<file path="src/rtl/ddc_pkg.sv">
// Shared constants and FSM encoding for the DDC chain and its sequencing controller.
package ddc_pkg;

    localparam int DDC_FSZ = 26;
    localparam int DDC_OSZ = 16;

    typedef enum logic [1:0] {
        ST_IDLE   = 2'd0,
        ST_RESET  = 2'd1,
        ST_SETTLE = 2'd2,
        ST_RUN    = 2'd3
    } ddc_state_e;

endpackage

</file>
<file path="src/rtl/ddc_ctrl_fifo.sv">
// Small synchronous FIFO for settled I/Q pairs; head is taken straight from registers.
module ddc_ctrl_fifo #(
    parameter int W     = 32,
    parameter int DEPTH = 4
) (
    input  logic         clk,
    input  logic         reset_n,
    input  logic         flush,
    input  logic         push,
    input  logic         pop,
    input  logic [W-1:0] din,
    output logic [W-1:0] dout,
    output logic         valid,
    output logic         full
);

    localparam int AW = $clog2(DEPTH);

    logic [W-1:0]  mem [DEPTH];
    logic [AW-1:0] wr_ptr, rd_ptr;
    logic [AW:0]   count;
    logic          wr_en, rd_en;

    // A full FIFO still accepts a push when the head leaves in the same cycle.
    assign wr_en = push && (!full || pop);
    assign rd_en = pop && valid;
    assign valid = (count != '0);
    assign full  = (count == (AW+1)'(DEPTH));
    assign dout  = valid ? mem[rd_ptr] : '0;

    always_ff @(posedge clk or negedge reset_n) begin
        if (!reset_n) begin
            wr_ptr <= '0;
            rd_ptr <= '0;
            count  <= '0;
        end else if (flush) begin
            wr_ptr <= '0;
            rd_ptr <= '0;
            count  <= '0;
        end else begin
            if (wr_en) wr_ptr <= wr_ptr + AW'(1);
            if (rd_en) rd_ptr <= rd_ptr + AW'(1);
            count <= count + (AW+1)'(wr_en) - (AW+1)'(rd_en);
        end
    end

    always_ff @(posedge clk) begin
        if (wr_en && !flush) mem[wr_ptr] <= din;
    end

endmodule

</file>
<file path="src/rtl/ddc_ctrl.sv">
// DDC sequencing controller: owns DDC reset and tuning word, flushes on retune,
// discards settling samples and buffers settled I/Q toward a valid/ready consumer.
module ddc_ctrl
    import ddc_pkg::*;
#(
    parameter int FSZ        = DDC_FSZ,
    parameter int OSZ        = DDC_OSZ,
    parameter int RST_CYCLES = 4,
    parameter int SETTLE     = 8,
    parameter int FIFO_DEPTH = 4
) (
    input  logic                  clk,
    input  logic                  reset_n,
    input  logic                  enable,
    input  logic                  cfg_wr,
    input  logic [FSZ-1:0]        cfg_freq,
    input  logic                  cfg_ns_en,
    output logic                  cfg_busy,
    output logic                  running,
    output logic                  ddc_reset,
    output logic [FSZ-1:0]        ddc_lo_freq,
    output logic                  ddc_lo_ns_en,
    input  logic                  ddc_valid,
    input  logic signed [OSZ-1:0] ddc_i,
    input  logic signed [OSZ-1:0] ddc_q,
    output logic                  m_valid,
    input  logic                  m_ready,
    output logic signed [OSZ-1:0] m_i,
    output logic signed [OSZ-1:0] m_q,
    output logic                  overflow,
    input  logic                  ovf_clr
);

    localparam int CMAX = (RST_CYCLES > SETTLE) ? RST_CYCLES : SETTLE;
    localparam int CW   = $clog2(CMAX);

    ddc_state_e     state, next_state;
    logic [CW-1:0]  cnt;
    logic           load_cfg, cnt_clr, flush;
    logic           push, pop, drop, fifo_full;
    logic [FSZ-1:0] pend_freq;
    logic           pend_ns_en;
    logic [2*OSZ-1:0] fifo_dout;

    always_comb begin
        next_state = state;
        case (state)
            ST_IDLE:   if (enable) next_state = ST_RESET;
            ST_RESET:  if (cnt == CW'(RST_CYCLES-1)) next_state = ST_SETTLE;
            ST_SETTLE: if (ddc_valid && cnt == CW'(SETTLE-1)) next_state = ST_RUN;
            ST_RUN:    next_state = ST_RUN;
            default:   next_state = ST_IDLE;
        endcase
        // A retune restarts the flush; dropping enable overrides everything.
        if (cfg_wr && state != ST_IDLE) next_state = ST_RESET;
        if (!enable) next_state = ST_IDLE;
    end

    assign load_cfg = (next_state == ST_RESET) && ((state != ST_RESET) || cfg_wr);
    assign cnt_clr  = (next_state != state) || load_cfg;
    assign flush    = (next_state == ST_IDLE) || load_cfg;
    assign push     = (state == ST_RUN) && (next_state == ST_RUN) && ddc_valid;
    assign pop      = m_valid && m_ready;
    assign drop     = push && fifo_full && !pop;

    always_ff @(posedge clk or negedge reset_n) begin
        if (!reset_n) begin
            state <= ST_IDLE;
            cnt   <= '0;
        end else begin
            state <= next_state;
            if (cnt_clr)
                cnt <= '0;
            else if (state == ST_RESET || (state == ST_SETTLE && ddc_valid))
                cnt <= cnt + CW'(1);
        end
    end

    // The word written in the same cycle as a retune is the one applied.
    always_ff @(posedge clk or negedge reset_n) begin
        if (!reset_n) begin
            pend_freq    <= '0;
            pend_ns_en   <= 1'b0;
            ddc_lo_freq  <= '0;
            ddc_lo_ns_en <= 1'b0;
        end else begin
            if (cfg_wr) begin
                pend_freq  <= cfg_freq;
                pend_ns_en <= cfg_ns_en;
            end
            if (load_cfg) begin
                ddc_lo_freq  <= cfg_wr ? cfg_freq  : pend_freq;
                ddc_lo_ns_en <= cfg_wr ? cfg_ns_en : pend_ns_en;
            end
        end
    end

    always_ff @(posedge clk or negedge reset_n) begin
        if (!reset_n)     overflow <= 1'b0;
        else if (drop)    overflow <= 1'b1;
        else if (ovf_clr) overflow <= 1'b0;
    end

    assign ddc_reset = (state == ST_IDLE) || (state == ST_RESET);
    assign cfg_busy  = (state == ST_RESET) || (state == ST_SETTLE);
    assign running   = (state == ST_RUN);

    ddc_ctrl_fifo #(
        .W     (2*OSZ),
        .DEPTH (FIFO_DEPTH)
    ) u_fifo (
        .clk     (clk),
        .reset_n (reset_n),
        .flush   (flush),
        .push    (push),
        .pop     (pop),
        .din     ({ddc_i, ddc_q}),
        .dout    (fifo_dout),
        .valid   (m_valid),
        .full    (fifo_full)
    );

    assign {m_i, m_q} = fifo_dout;

endmodule

</file>
<file path="config.mk">
export PLATFORM = sky130hd
export DESIGN_NAME = ddc_ctrl
export DESIGN_NICKNAME = d
export VERILOG_FILES = /design/src/rtl/ddc_pkg.sv /design/src/rtl/ddc_ctrl_fifo.sv /design/src/rtl/ddc_ctrl.sv
export SDC_FILE = /design/constraint.sdc
export NUM_CORES = 1
export LEC_CHECK = 0
export BUFFER_PORTS_ARGS = -buffer_cell sky130_fd_sc_hd__clkbuf_2
export CORE_MARGIN = 1.5
export CORE_UTILIZATION = 55
export CTS_BUF_LIST = sky130_fd_sc_hd__clkbuf_4 sky130_fd_sc_hd__clkbuf_8
export CTS_CLUSTER_SIZE = 16
export DETAILED_ROUTE_END_ITERATION = 8
export MAX_ROUTING_LAYER = met4
export PLACE_DENSITY = 0.9
export SLEW_MARGIN = 5
export SYNTH_ARGS = -nofsm -noshare
export SYNTH_HDL_FRONTEND = slang
export SYNTH_SLANG_ARGS = --single-unit
</file>
<file path="constraint.sdc">
create_clock -name clk -period 7.6 [get_ports clk]
set_clock_uncertainty 0.05 [all_clocks]
set_input_delay 1.52 -clock clk [delete_from_list [all_inputs] [get_ports clk]]
set_output_delay 1.52 -clock clk [all_outputs]
set_load 0.05 [all_outputs]
</file>
==> results of run 1 <==
[power by group through the flow]
stage	logic [mW]	registers, mW	clock network (mW)
detailed placement	0.288	1.23	0
CTS	0.288	1.21	0.642
finish	0.285	1.21	0.625
global route	0.301	1.21	0.684
global placement	0.278	1.22	0
floorplan	0.0968	1.34	0
[cell usage after synthesis, types with 2 or more instances]
cell type  number  share of area, %
nor4_1          2              0.16
dfrtp_1        67                21
clkbuf_1        8              0.38
and2_1         37               2.9
xnor2_1         3              0.33
buf_2           5              0.32
mux2_4         27               5.1
o21ai_0         2              0.13
nor2_1          7              0.33
inv_1          10              0.47
buf_12          2              0.51
or3_1           2              0.16
xor2_1          2              0.22
mux4_2         32               9.1
ha_1           13               2.1
mux2_2         28               4.0
edfxtp_1      128                49
nand2_1         8              0.38
and4bb_1        3              0.47
[flip-flops by register name (all words and copies together), names as in the netlist]
register / count
u_fifo.count: 3
pend_ns_en: 1
ddc_lo_freq: 26
u_fifo.rd_ptr: 2
state: 2
ddc_lo_ns_en: 1
u_fifo.mem: 128
cnt: 3
pend_freq: 26
u_fifo.wr_ptr: 2
overflow: 1
[layer usage]
metal  wire (um)  track usage [%]  part of all wire, %  vias up
li1            -                -                    -     1821
met1        5760             26.0                   42     2065
met2        6880             32.2                   50      143
met3        1040             5.67                  7.5       10
met4         162             6.54                  1.2        0
met5           0                -                    0        -
[worst max-delay path, cell delays in order, from the launching register on]
cell,delay (ps)
dfrtp_2,360
buf_4,520
mux4_2,580
and2_1,200
clkbuf_2,250
[metrics by stage]
step / area, um2 / cells / utilization (%) / setup slack, ps
floorplan: 7910 / 411 / - / 4000
global placement: 8690 / 705 / 62.3 / 3460
detailed placement: 8690 / 705 / 62.3 / 3330
CTS: 9050 / 737 / 65.0 / 3550
global route: 9050 / 737 / 65.0 / 3460
finish: 9050 / 737 / 65.0 / 3630
[cell families (layout without fill, tap and decap cells)]
kind of cell | Yosys count | count (layout) | share of synthesized area, %
XOR/XNOR | 5 | 5 | 0.554
flip-flops | 195 | 195 | 69.8
adder cells (fa/ha/maj) | 14 | 14 | 2.31
AO/OA/AOI/OAI | 11 | 11 | 1.28
buffers and inverters | 28 | 174 | 2.01
multiplexers | 88 | 88 | 18.4
AND/OR/NAND/NOR | 70 | 70 | 5.68
[final timing paths]
kind                                     to  cells past startpoint
max in group asynchronous  u_fifo.rd_ptr[0]                      2
min reg2reg                   pend_freq[12]                      1
max reg2reg                 u_fifo.count[2]                     10
min in group asynchronous     pend_freq[19]                      2
max                                  m_i[3]                      4
min                           pend_freq[12]                      1
[cells in the final DEF, fill, tap and decap left out, types with 3 or more instances in the layout]
| cell type | count |
|---|---|
| clkbuf_2 | 129 |
| edfxtp_1 | 128 |
| dfrtp_1 | 66 |
| and2_1 | 33 |
| mux4_2 | 32 |
| mux2_2 | 28 |
| mux2_4 | 27 |
| clkbuf_8 | 17 |
| ha_1 | 13 |
| inv_1 | 10 |
| nand2_1 | 8 |
| nor2_1 | 7 |
| inv_6 | 6 |
| and2_2 | 5 |
| inv_8 | 4 |
| xnor2_1 | 3 |
| and4bb_1 | 3 |
| buf_4 | 3 |
[final cells by class]
cell class                      instances  area, um2  area share, %
Sequential cell                       195       5520           61.0
Multi-Input combinational cell        188       2230           24.7
Timing Repair Buffer                  132        668           7.38
Clock buffer                           17        234           2.58
Tap cell                              180        225           2.49
Clock inverter                         15        135           1.49
Inverter                               10       37.5          0.415
==> impl_metrics.toml, run 1 <==
[status]
status = "finished, final reports clean"

[synthesis]
syn_nets = 491
ys_ff_latch = 195
synth_edf_count = 128
synth.avg_cell_area_um2 = 19.2
synthesis.area_um2 = 7910
synth_ff_type = "edfxtp_1"
async_reset_ff_share_pct = 34.4
synth_cells = 411
yosysSeqAreaShare_pct = 69.8
synth_warnings = 0
synth.distinct_cells = 44

[power_and_ir_drop]
switchingPower_mw = 0.596
total_power_mw = 2.12
clkPwrFrac_pct = 29.5
p_comb_share_pct = 13.5
irDropWorstVdd_v = 0.000268
swShare_pct = 28.2
internal_power_mw = 1.52
seq_power_share_pct = 57.0
total_leakage_power_nw = 3.60
powerDensity_nw_per_um2 = 234

[clocking]
cts_resized = 0
cts_max_level = 4
ctsRootBufferMaster = "clkbuf_8"
cts.sink_count = 195
post_cts_buffers = 0
clk_latency_ps = 460
cts_made_buffers = 17
clkTransAtPathRegs_ps = 100
cts_tree = "done"
hold_buffers = 0
cts_buffer_depth = 2

[worst_setup_path]
crit_required_ps = 6030
worstSetupStartpointType = "flop"
cp.arrival_ps = 2400
ff2ff_setup_slack_ps = 4550
cp-end-kind = "output pin"
r2r_start = "u_fifo.count[2]"
critPathMaxFanout = 34
critPathKind = "flop to output pin"
crit_start = "u_fifo.rd_ptr[0]"

[routing]
viasPerCell = 5.48
antenna_left = 0
vias = 4039
drc = 0
wire_per_inst_um = 18.8
drtIter0Drc = 295
drt_first_pass_iters = 6
routed_wl_mm = 13.8

[timing]
tns_ps = 0
setup_viol = 0
slew_headroom_pct = 30.2
report.final.slew_viol_count = 0
worst_hold_slack_ps = 458
hold_violations = 0
fin_crit_ps = 3970
max_freq_mhz = 252
period_share_pct = 52.2
worst_slew_pin_slew_ps = 1050
rsz0062_at_grt = "no"

[layout]
final_nets = 624
fillerInstances = 957
diodes = 0
drive_gt1_share_pct = 47.4
area_delta_synth_final_pct = 14.5

[floorplanning]
io_pins = 130
die_x_um = 123
coreArea_um2 = 13900
rows = 43
dieArea_um2 = 15100
start_util_pct = 56.7
fp.dieH_um = 123

[global_route]
grt_pass1_wl_mm = 21.9
grt_max_degree = 68
grt_pass1_vias = 4294
gr-usage-all-layers_pct = 20.4
grt.overflow.total = 0
antenna_found_initial = 0

[worst_hold_path]
worstHoldStart = "pend_freq[12]"
hold_class = "flop to flop"

[placed_design]
dpl.hpwl_mm = 8.99
place.gp.congestion = 0.806
port-buffer-count = 129

[job]
maxCapViolations = 0
No activity file was read; power rests on OpenSTA's default activity.
==> inputs of run 2 (changes only) <==
==> constraint.sdc (replaced) <==
create_clock -name clk -period 4.1 [get_ports clk]
set_clock_uncertainty 0.05 [all_clocks]
set_input_delay 0.82 -clock clk [delete_from_list [all_inputs] [get_ports clk]]
set_output_delay 0.82 -clock clk [all_outputs]
set_load 0.05 [all_outputs]
==> impl_metrics.toml, run 2 (synthesis results as in run 1) <==
[floorplanning]
coreArea_um2 = 13900
dieArea_um2 = 15100
io_pins = 130
fp.dieH_um = 123
die_x_um = 123
rows = 43
start_util_pct = 56.7

[layout]
top_register = "u_fifo.mem"
layout_common_cells = "clkbuf_2, edfxtp_1, dfrtp_1"
largest_reg_flops = 128
reg_top3 = "u_fifo.mem: 128 flops, ddc_lo_freq: 26 flops, pend_freq: 26 flops"
multiInputGateArea_um2 = 2230
drive_gt1_share_pct = 47.4
area_delta_synth_final_pct = 16.1
fillerInstances = 931
final_nets = 626
final_area_um2 = 9180
finalNonFillerCells = 740
regArea_um2 = 5520
final_common_cell = "clkbuf_2"

[routing]
drc = 0
drt_first_pass_iters = 4
wire_per_inst_um = 19.0
drtIter0Drc = 282
antenna_left = 0
routed_wl_mm = 14.0
viasPerCell = 5.48
vias = 4057

[timing]
period_share_pct = 79.4
rsz0062_at_grt = "no"
fin_crit_ps = 3250
tns_ps = 0
hold_violations = 0
worst_slew_pin_slew_ps = 877
report.final.slew_viol_count = 0
slew_headroom_pct = 41.5
max_freq_mhz = 307
setup_viol = 0

[power_and_ir_drop]
internal_power_mw = 3.05
powerDensity_nw_per_um2 = 449
total_leakage_power_nw = 3.65
switchingPower_mw = 1.07
clkPwrFrac_pct = 33.1
p_comb_share_pct = 12.8
swShare_pct = 26.0
irDropWorstVdd_v = 0.000483
seq_power_share_pct = 54.2

[clocking]
ctsRootBufferMaster = "clkbuf_8"
cts_resized = 0
clk_latency_ps = 450
clkTransAtPathRegs_ps = 100
cts_buffer_depth = 2
hold_buffers = 0
cts_tree = "done"
post_cts_buffers = 0
cts_made_buffers = 17
cts_max_level = 4
cts.sink_count = 195

[worst_setup_path]
crit_required_ps = 3230
r2r_start = "state[0]"
worstSetupStartpointType = "flop"
ff2ff_setup_slack_ps = 1180
cp-end-kind = "output pin"
critPathMaxFanout = 21
critPathKind = "flop to output pin"
ff2ff_path_depth = 5
rr_endpoint = "u_fifo.mem[0][19]"
cp.arrival_ps = 2380

[job]
maxCapViolations = 0

[global_route]
grt.overflow.total = 0
grt_pass1_vias = 4403
grt_pass1_wl_mm = 22.4
grt_max_degree = 44
gr-usage-all-layers_pct = 20.6
antenna_found_initial = 0

[worst_hold_path]
hold_class = "input port to asynchronous set/reset pin"

[placed_design]
place_area_um2 = 8730
place_inst = 707
dpl.hpwl_mm = 9.27
place.gp.congestion = 0.844
port-buffer-count = 129

[status]
status = "finished, final reports clean"
[run 2: cell types whose count changed in the layout (fill, tap and decap cells not counted), sizes merged]
| cell | previous run | this run |
|---|---|---|
| buf | 3 | 5 |
| inv | 20 | 16 |
| clkinv | 3 | 2 |
| bufinv | 0 | 4 |
| diode | 0 | 1 |
| clkinvlp | 2 | 3 |
[run 2: worst max-delay path, stage by stage (launching register included)]
cell and delay (ps):
dfrtp_2 700, buf_12 280, mux4_2 550, and2_1 180, clkbuf_2 230
[run 2: metrics by stage]
stage | setup WS, ps | utilization (%) | hold slack, ps | power (mW)
3_5_place_dp | 868 | 62.6 | 435 | 2.80
5_1_grt | 669 | 65.9 | 330 | 4.26
6_report | 845 | 65.9 | 312 | 4.13
3_3_place_gp | 962 | 62.6 | 431 | 2.79
4_1_cts | 761 | 65.9 | 314 | 4.16
2_1_floorplan | 1200 | - | 422 | 2.65
[run 2: area by class of cell]
cell class / instances / area share (%)
sequential: 195 / 60.1
multi-input combinational: 188 / 24.3
timing repair buffer: 134 / 7.71
clock buffer: 17 / 2.55
tap: 180 / 2.45
clock inverter: 15 / 2.40
inverter: 10 / 0.409
antenna: 1 / 0.0273
[run 2: power by group through the flow]
| stage | Clock, mW | Sequential [mW] | Combinational [mW] |
|---|---|---|---|
| global route | 1.46 | 2.24 | 0.557 |
| finish | 1.36 | 2.23 | 0.527 |
| global placement | 0 | 2.27 | 0.515 |
| CTS | 1.39 | 2.23 | 0.532 |
| detailed placement | 0 | 2.27 | 0.532 |
| floorplan | 0 | 2.47 | 0.179 |
[run 2: metal layers]
layer  global-route usage (%)  vias up  wire, um
li1                         -     1832         -
met1                     26.0     2079      5910
met2                     33.6      136      7160
met3                     5.54       10       845
met4                     5.38        0       131
met5                        -        -         0
[run 2: worst max path at each step]
stage	to	startpoint	depth (start not counted)
2_1_floorplan	u_fifo.mem[0][0]	cfg_wr	3
3_3_place_gp	u_fifo.mem[0][6]	cfg_wr	4
3_5_place_dp	u_fifo.mem[0][5]	cfg_wr	4
4_1_cts	m_q[0]	u_fifo.rd_ptr[0]	4
5_1_grt	m_i[6]	u_fifo.rd_ptr[0]	4
6_report	m_q[0]	u_fifo.rd_ptr[0]	4
